--- src/rtl/round_judge.sv ---
// round_judge: per-round LFSR target generator and answer/timeout judge for the progress-bar game.
// Latency: LOAD takes 1 cycle; pulses, target and status outputs are registered (1 cycle after the sampled condition).
// Backpressure: none; start is honoured only in IDLE, submit only in WAIT. Define ROUND_JUDGE_LIVES_EN to enable lives tracking.
module round_judge #(
    parameter int          TIMEOUT = 100_000_000,
    parameter int          GAP     = 50_000_000,
    parameter logic [7:0]  SEED    = 8'hA5
) (
    input  logic       clk,
    input  logic       reset,
    input  logic       start,
    input  logic       submit,
    input  logic [7:0] answer,
    input  logic       game_finished,
    output logic [7:0] target,
    output logic       is_passed,
    output logic       is_failed,
    output logic       round_active,
    output logic [1:0] lives,
    output logic       game_over
);

    // One counter serves both the WAIT time limit and the SHOW gap, so it is sized for the larger.
    localparam int             CMAX       = (TIMEOUT > GAP) ? TIMEOUT : GAP;
    localparam int             TW         = $clog2(CMAX + 1);
    localparam logic [TW-1:0]  TIMER_LOAD = TW'(TIMEOUT - 1);
    localparam logic [TW-1:0]  GAP_LOAD   = TW'(GAP - 1);
    // An all-zero LFSR would lock up, so a zero seed is replaced.
    localparam logic [7:0]     SEED_EFF   = (SEED == 8'h00) ? 8'h01 : SEED;

    localparam logic [2:0] S_IDLE = 3'd0;
    localparam logic [2:0] S_LOAD = 3'd1;
    localparam logic [2:0] S_WAIT = 3'd2;
    localparam logic [2:0] S_SHOW = 3'd3;
    localparam logic [2:0] S_OVER = 3'd4;

    logic [2:0]    state;
    logic [2:0]    next_state;
    logic [7:0]    lfsr;
    logic [TW-1:0] timer;
    logic          out_of_lives;

    function automatic logic [7:0] lfsr_step(input logic [7:0] v);
        return {v[6:0], v[7] ^ v[5] ^ v[4] ^ v[3]};
    endfunction

`ifdef ROUND_JUDGE_LIVES_EN
    logic wrong;

    // A round is lost on a wrong answer, or on expiry when no answer arrives that cycle.
    always_comb begin
        wrong = 1'b0;
        if (state == S_WAIT) begin
            wrong = submit ? (answer != target) : (timer == '0);
        end
    end

    // Lives count down on each lost round and stick at zero.
    always_ff @(posedge clk or posedge reset) begin
        if (reset) begin
            lives <= 2'd3;
        end else if (wrong && lives != 2'd0) begin
            lives <= lives - 2'd1;
        end
    end

    assign out_of_lives = (lives == 2'd0);
`else
    assign lives        = 2'd3;
    assign out_of_lives = 1'b0;
`endif

    // Next-state selection; in WAIT a submit always takes precedence over the timeout.
    always_comb begin
        next_state = state;
        case (state)
            S_IDLE: if (start) next_state = S_LOAD;
            S_LOAD: next_state = S_WAIT;
            S_WAIT: if (submit || timer == '0) next_state = S_SHOW;
            S_SHOW: begin
                if (timer == '0) begin
                    if (game_finished || out_of_lives) next_state = S_OVER;
                    else                               next_state = S_LOAD;
                end
            end
            S_OVER: next_state = S_OVER;
            default: next_state = S_IDLE;
        endcase
    end

    // State, LFSR, target, timer and registered pulse/status outputs.
    always_ff @(posedge clk or posedge reset) begin
        if (reset) begin
            state        <= S_IDLE;
            lfsr         <= SEED_EFF;
            target       <= 8'h00;
            timer        <= '0;
            is_passed    <= 1'b0;
            is_failed    <= 1'b0;
            round_active <= 1'b0;
            game_over    <= 1'b0;
        end else begin
            state        <= next_state;
            is_passed    <= 1'b0;
            is_failed    <= 1'b0;
            round_active <= (next_state == S_WAIT);
            game_over    <= (next_state == S_OVER);
            case (state)
                S_LOAD: begin
                    lfsr   <= lfsr_step(lfsr);
                    target <= lfsr_step(lfsr);
                    timer  <= TIMER_LOAD;
                end
                S_WAIT: begin
                    if (submit) begin
                        if (answer == target) is_passed <= 1'b1;
                        else                  is_failed <= 1'b1;
                        timer <= GAP_LOAD;
                    end else if (timer == '0) begin
                        is_failed <= 1'b1;
                        timer     <= GAP_LOAD;
                    end else begin
                        timer <= timer - 1'b1;
                    end
                end
                S_SHOW: begin
                    if (timer != '0) timer <= timer - 1'b1;
                end
                default: ;
            endcase
        end
    end

endmodule

--- config.mk ---
export PLATFORM = sky130hd
export DESIGN_NAME = round_judge
export DESIGN_NICKNAME = d
export VERILOG_FILES = /design/src/rtl/round_judge.sv
export SDC_FILE = /design/constraint.sdc
export NUM_CORES = 1
export LEC_CHECK = 0
export CAP_MARGIN = 20
export CORE_MARGIN = 4
export CORE_UTILIZATION = 48
export DETAILED_ROUTE_END_ITERATION = 16
export PLACE_DENSITY = 0.68
export REMOVE_ABC_BUFFERS = 1
export SYNTH_ARGS = -nofsm -noshare
export SYNTH_HDL_FRONTEND = slang
export SYNTH_SLANG_ARGS = --single-unit
--- constraint.sdc ---
create_clock -name clk -period 3.6 [get_ports clk]
set_input_delay 0.54 -clock clk [delete_from_list [all_inputs] [get_ports clk]]
set_output_delay 0.54 -clock clk [all_outputs]
set_load 0.02 [all_outputs]
==> results by group, run 1 <==
Status
  – Status: completed

Pwr
  – Leak: 1.136 nW
  – Sequential share of power: 49.8%
  – Sw power: 0.4349 mW
  – Power Dens Cells: 459.4 mW/mm2
  – Logic pwr share: 22.2%
  – Clock network power share: 28.0%
  – Internal Pwr Total: 0.9611 mW
  – Total power: 1.396 mW
  – Peak supply drop: 0.2057 mV
  – Sw Ratio: 31.15%

Critical path
  – Worst-path maximum fanout: 13
  – Worst reg2reg setup slack: 0.74 ns
  – WP data required: 3.79 ns
  – Critical path startpoint category: flip-flop
  – Crit-path max cell delay: 0.74 ns
  – Max stage delay cell, worst path: nor4_4
  – CP Class: flip-flop to flip-flop
  – Worst-path cell chain: or3_4 -> or4_1 -> nor4_4 -> nor4_2 -> a2111o_1
  – Top delay family on crit path: simple AND/OR/NAND/NOR gates
  – Buffer and inverter count on the worst path: 0
  – Critical Path Sink Type: flip-flop
  – WP data arrival: 3.05 ns

Synthesis
  – #FFs+latches synth: 46
  – Post-synth top flop: dfrtp_1
  – Syn Area/Cell: 9.921 um2
  – Synth warnings: 0
  – Netlist cell types: 57
  – Mapped cell area: 0.002649 mm2
  – Post-synth EDFFs: 0
  – Post-Synthesis Cells: 267
  – Async SR Flop Fraction: 100.0%
  – Sequential-to-total area share from yosys stat: 43.65%

Placement
  – Hpwl dp: 4.345 mm
  – Port Buffers: 24
  – GP Congestion: 1.010

Min path
  – Worst Hold Class: input pin to asynchronous set/reset pin

Die
  – Die X: 82.29 um
  – Die area: 0.006771 mm2
  – Core Box Area: 0.005238 mm2
  – Row count: 26
  – Ports: 27
  – Starting Density: 50.57%
  – Die Y: 82.29 um

Clock network
  – Clk Latency, worst-skew pair: 0.30 ns
  – H-tree lvl count: 2
  – Clk pin slew, worst setup/hold paths: 0.09 ns
  – CTS root buf: clkbuf_8
  – Clk sink count: 46
  – Hold_buf cts: 0
  – Postcts setup bufs: 0
  – CTS Buf Count: 5
  – CTS tree: done
  – CTS Buffer Depth: 2
  – Post_cts resized: 0

Detailed routing
  – Detailed-route DRC error count: 0
  – Routed WL: 6.150 mm
  – Vias per inst: 6.270
  – Drt wl/cell: 17.32 um
  – Routed Antenna Nets: 0
  – DR vias: 2226
  – Drt initial violations: 193
  – Drt first pass iters: 4

STA
  – Final Hold Vio Count: 0
  – Setup_tns: 0 ns
  – Final Cycle Share: 79.34%
  – Crit path time final: 2.856 ns
  – Fmax: 350.1 MHz
  – Setup-violating endpoint count in the final report: 0
  – Max Clock Skew: 0.006642 ns
  – Relative slew margins: 46.12%
  – RSZ-0062 raised after global routing: false
  – Fin. max-slew vios: 0
  – Slew of the pin with the lowest slew margin: 0.8008 ns

Layout
  – Fin nets: 299
  – Fill count: 470
  – Area Growth Syn to Fin: 14.74%
  – Fin util: 58.03%
  – Number of diodes: 0
  – Layout cells sized above 1: 16.49%

Global routing
  – Initial antenna violation count: 0
  – Pin count of the biggest net entering global routing: 47
  – First-pass GRT wire length: 10.52 mm
  – GR Util All Layers: 20.27%
  – Gr ovfl total: 0
  – Vias in the first global route: 2176

Job
  – Max-cap violations: 0
## cell usage after synthesis (all sizes together) (5+ instances only)
cell type / n / area, um2
nor3: 12 / 60.06
or4: 12 / 108.9
o31ai: 6 / 45.04
a31oi: 11 / 68.82
and4: 5 / 43.79
nand3: 10 / 50.05
xnor2: 10 / 87.58
inv: 9 / 33.78
mux2: 10 / 112.6
nand2: 10 / 40.04
nor4: 14 / 108.9
o21ai: 16 / 80.08
buf: 11 / 82.57
nor2: 9 / 33.78
or3: 12 / 81.33
clkbuf: 11 / 41.29
dfrtp: 42 / 1051
## cells by family after synthesis
| family | Yosys count | share of synthesized area (%) |
|---|---|---|
| simple gates | 100 | 24.04 |
| compound gates | 65 | 17.05 |
| flops | 46 | 43.65 |
| buf+inv | 31 | 5.951 |
| xor+xnor | 12 | 3.968 |
| mux | 10 | 4.251 |
| fa+ha+maj | 2 | 0.9446 |
| other cells | 1 | 0.1416 |
## worst register-to-register path: stages, from the launching register on
cell and delay (ns):
dfrtp_1 0.43, or3_4 0.42, or4_1 0.69, nor4_4 0.74
nor4_2 0.07, a2111o_1 0.40
## power groups by stage
stage | Combinational, mW | Sequential [mW] | Clock, mW
after floorplan | 0.205 | 0.689 | 0
after global placement | 0.301 | 0.698 | 0
after detailed placement | 0.307 | 0.700 | 0
after CTS | 0.306 | 0.691 | 0.404
after global routing | 0.346 | 0.710 | 0.426
final | 0.310 | 0.695 | 0.391
## metrics by stage
stage | cell area [um2] | instances | worst slack (ns) | hold slack [ns]
after detailed placement | 2899 | 345 | 0.7991 | 0.5021
final | 3039 | 355 | 0.7436 | 0.4117
after global routing | 3039 | 355 | 0.5831 | 0.4043
after global placement | 2899 | 345 | 0.8448 | 0.4947
after floorplan | 2529 | 246 | 1.045 | 0.4680
after CTS | 3012 | 353 | 0.7637 | 0.5109
## routing by layer
metal | vias to the layer above | global-route usage [%] | wire, um
met3 | 14 | 3.796 | 300
met4 | 0 | 8.306 | 123
met5 | - | 0 | 0
li1 | 1065 | - | -
met2 | 66 | 32.45 | 2905
met1 | 1081 | 26.83 | 2821
## final timing paths
| check | start | cells past startpoint | end |
|---|---|---|---|
| worst min register to register | timer[24] | 1 | timer[24] |
| worst max-delay path | timer[9] | 5 | timer[19] |
| worst max register to register | timer[9] | 5 | timer[19] |
| worst min-delay path | reset | 2 | timer[11] |
| max in group asynchronous | reset | 3 | lfsr[2] |
| min in group clk | timer[24] | 1 | timer[24] |
## sequential cells by signal, summed over array words and instances (netlist names)
signal	count
is_failed	1
round_active	1
is_passed	1
target	8
state	3
game_over	1
timer	27
lfsr	4
## layout by cell type, fill, tap and decap left out, types with 6 or more instances in the layout
cell type	synthesis	layout
o21ai_0	16	16
clkdlybuf4s50_1	0	24
inv_1	9	8
nor3_1	12	12
a31oi_1	11	11
or3_1	10	10
nor4_1	12	12
buf_4	6	6
xnor2_1	10	10
mux2_2	10	10
o31ai_1	6	6
dfrtp_1	42	42
nand3_1	10	10
nand2_1	9	9
nor2_1	9	9
## area by class of cell
type	count	area (um2)	area share, %
Timing Repair Buffer	31	305.3	10.05
Clock buffer	5	68.82	2.264
Multi-Input combinational cell	191	1344	44.22
Tap cell	70	87.58	2.882
Clock inverter	3	43.79	1.441
Sequential cell	46	1156	38.04
Inverter	9	33.78	1.112
Note: power is estimated with default switching activity, not from simulation.
==> inputs of run 2 (changes only) <==
- clock period: 3.6 -> 2.7 ns (I/O delays scaled with it)
==> results by group, run 2 (synthesized netlist as in run 1, its figures left out) <==
Detailed routing
  – Drt initial violations: 146
  – Drt wl/cell: 17.90 um
  – Routed WL: 6.478 mm
  – Routed Antenna Nets: 0
  – Drt first pass iters: 5
  – Vias per inst: 6.312
  – Detailed-route DRC error count: 0
  – DR vias: 2285

Global routing
  – M1 GR Usage: 31.19%
  – GR peak layer: met1
  – Gr ovfl total: 0
  – Pin count of the biggest net entering global routing: 47
  – First-pass GRT wire length: 10.96 mm
  – Initial antenna violation count: 0
  – GR Util All Layers: 21.17%
  – Met2 Use GR: 30.85%
  – Vias in the first global route: 2129
  – GR Util met3: 4.555%

Layout
  – Most frequent cells in the layout: dfrtp_1 (42), clkdlybuf4s50_1 (24), o21ai_0 (16)
  – Largest registers: timer x27, target x8, lfsr x4
  – Layout cells sized above 1: 18.49%
  – Fin util: 59.10%
  – Max reg flops: 27
  – Area Growth Syn to Fin: 16.86%
  – Biggest register: timer
  – Fin nets: 306
  – Leading cell type in the layout, fill and taps excluded: dfrtp_1
  – Number of diodes: 0
  – Fill count: 467

STA
  – Max Clock Skew: 0.01361 ns
  – Slew of the pin with the lowest slew margin: 0.7386 ns
  – Fmax: 388.7 MHz
  – Relative slew margins: 50.24%
  – Crit path time final: 2.573 ns
  – Fin. max-slew vios: 0
  – Setup_tns: 0 ns
  – RSZ-0062 raised after global routing: false
  – Final Cycle Share: 95.29%
  – Final Hold Vio Count: 0
  – Setup-violating endpoint count in the final report: 0

Critical path
  – CP Class: flip-flop to flip-flop
  – Worst-path maximum fanout: 8
  – Crit-path max cell delay: 0.58 ns
  – Crit-path most repeated cell: or3_1
  – FF-to-FF Start: timer[17]
  – Worst-path cell chain: or4_4 -> or3_1 -> or3_1 -> or4_1 -> nand3_1
  – CP Capture Point: timer[22]
  – Reg2Reg Capture Point: timer[22]
  – Critical path startpoint category: flip-flop
  – WP data required: 2.94 ns
  – R2R depth: 5
  – WP data arrival: 2.81 ns
  – Worst reg2reg setup slack: 0.13 ns
  – Critical Path Sink Type: flip-flop
  – Crit path from: timer[17]
  – Max stage delay cell, worst path: or4_4

Clock network
  – H-tree lvl count: 2
  – CTS root buf: clkbuf_8
  – Postcts setup bufs: 0
  – Clk Latency, worst-skew pair: 0.31 ns
  – Clk pin slew, worst setup/hold paths: 0.10 ns
  – Clk sink count: 46
  – CTS Buffer Depth: 2
  – CTS tree: done
  – CTS Buf Count: 5
  – Hold_buf cts: 0

Die
  – Ports: 27
  – Starting Density: 50.57%
  – Row count: 26
  – Core Box Area: 0.005238 mm2
  – Die Y: 82.29 um
  – Die X: 82.29 um
  – Die area: 0.006771 mm2

Status
  – Status: completed

Placement
  – Hpwl dp: 4.479 mm
  – GP Congestion: 0.8590
  – Port Buffers: 24

Pwr
  – Power Dens Cells: 607.5 mW/mm2
  – Leak: 1.163 nW
  – Peak supply drop: 0.3035 mV

Min path
  – Worst Hold Class: input pin to asynchronous set/reset pin

Job
  – Max-cap violations: 0
run 2: cell count changes in the layout (fill, tap and decap cells not counted):
cell / change
buf_4: +7
clkinvlp_4: +1
nor4_2: +1
inv_6: -1
clkinv_2: -1
nor4_1: -1
clkbuf_1: +1
run 2: layout make-up:
type	count	area, um2	area share [%]
clock buffers	6	72.57	2.344
clock inverters	2	37.54	1.213
repair buffers	38	357.8	11.56
flip-flops and latches	46	1156	37.35
inverters	9	33.78	1.091
multi-input cells	191	1350	43.61
well taps	70	87.58	2.829
run 2: stage by stage:
step / cell area (um2) / worst slack [ns] / instances / total power, mW / hold slack (ns)
finish: 3095 / 0.1273 / 362 / 1.881 / 0.4420
global route: 3095 / 0.08580 / 362 / 1.984 / 0.4582
CTS: 3089 / 0.1583 / 362 / 1.888 / 0.4473
detailed placement: 2979 / 0.2061 / 354 / 1.360 / 0.4970
global placement: 2979 / 0.2455 / 354 / 1.356 / 0.4918
floorplan: 2529 / 0.1452 / 246 / 1.193 / 0.4680
run 2: timing repair:
item | CTS | global route
endpoints found under the hold margin | 0 | 0
setup endpoints to repair | 0 | 1
resized for setup | 0 | 1
run 2: routing by layer:
layer,part of all wire (%),wire (um)
met1,48,3080
met2,46,2948
met4,1.7,112
met3,5.2,337
met5,0,0
run 2: worst min path at each step:
stage | to | cells past startpoint
after global placement | timer[24] | 1
after floorplan | timer[24] | 1
final | timer[12] | 3
after detailed placement | timer[24] | 1
after global routing | target[5] | 3
after CTS | timer[12] | 3
run 2: critical path: cells and delay by family (launching register included):
kind             cells  cell delay [ns]
DFF                  1             0.45
and+or+nand+nor      5             2.05
run 2: power breakdown:
group          switching (mW)  leakage [nW]  internal [mW]
Clock                   0.247        0.0514          0.277
Sequential              0.124         0.532          0.799
Combinational           0.221         0.580          0.213
Total                   0.592          1.16           1.29
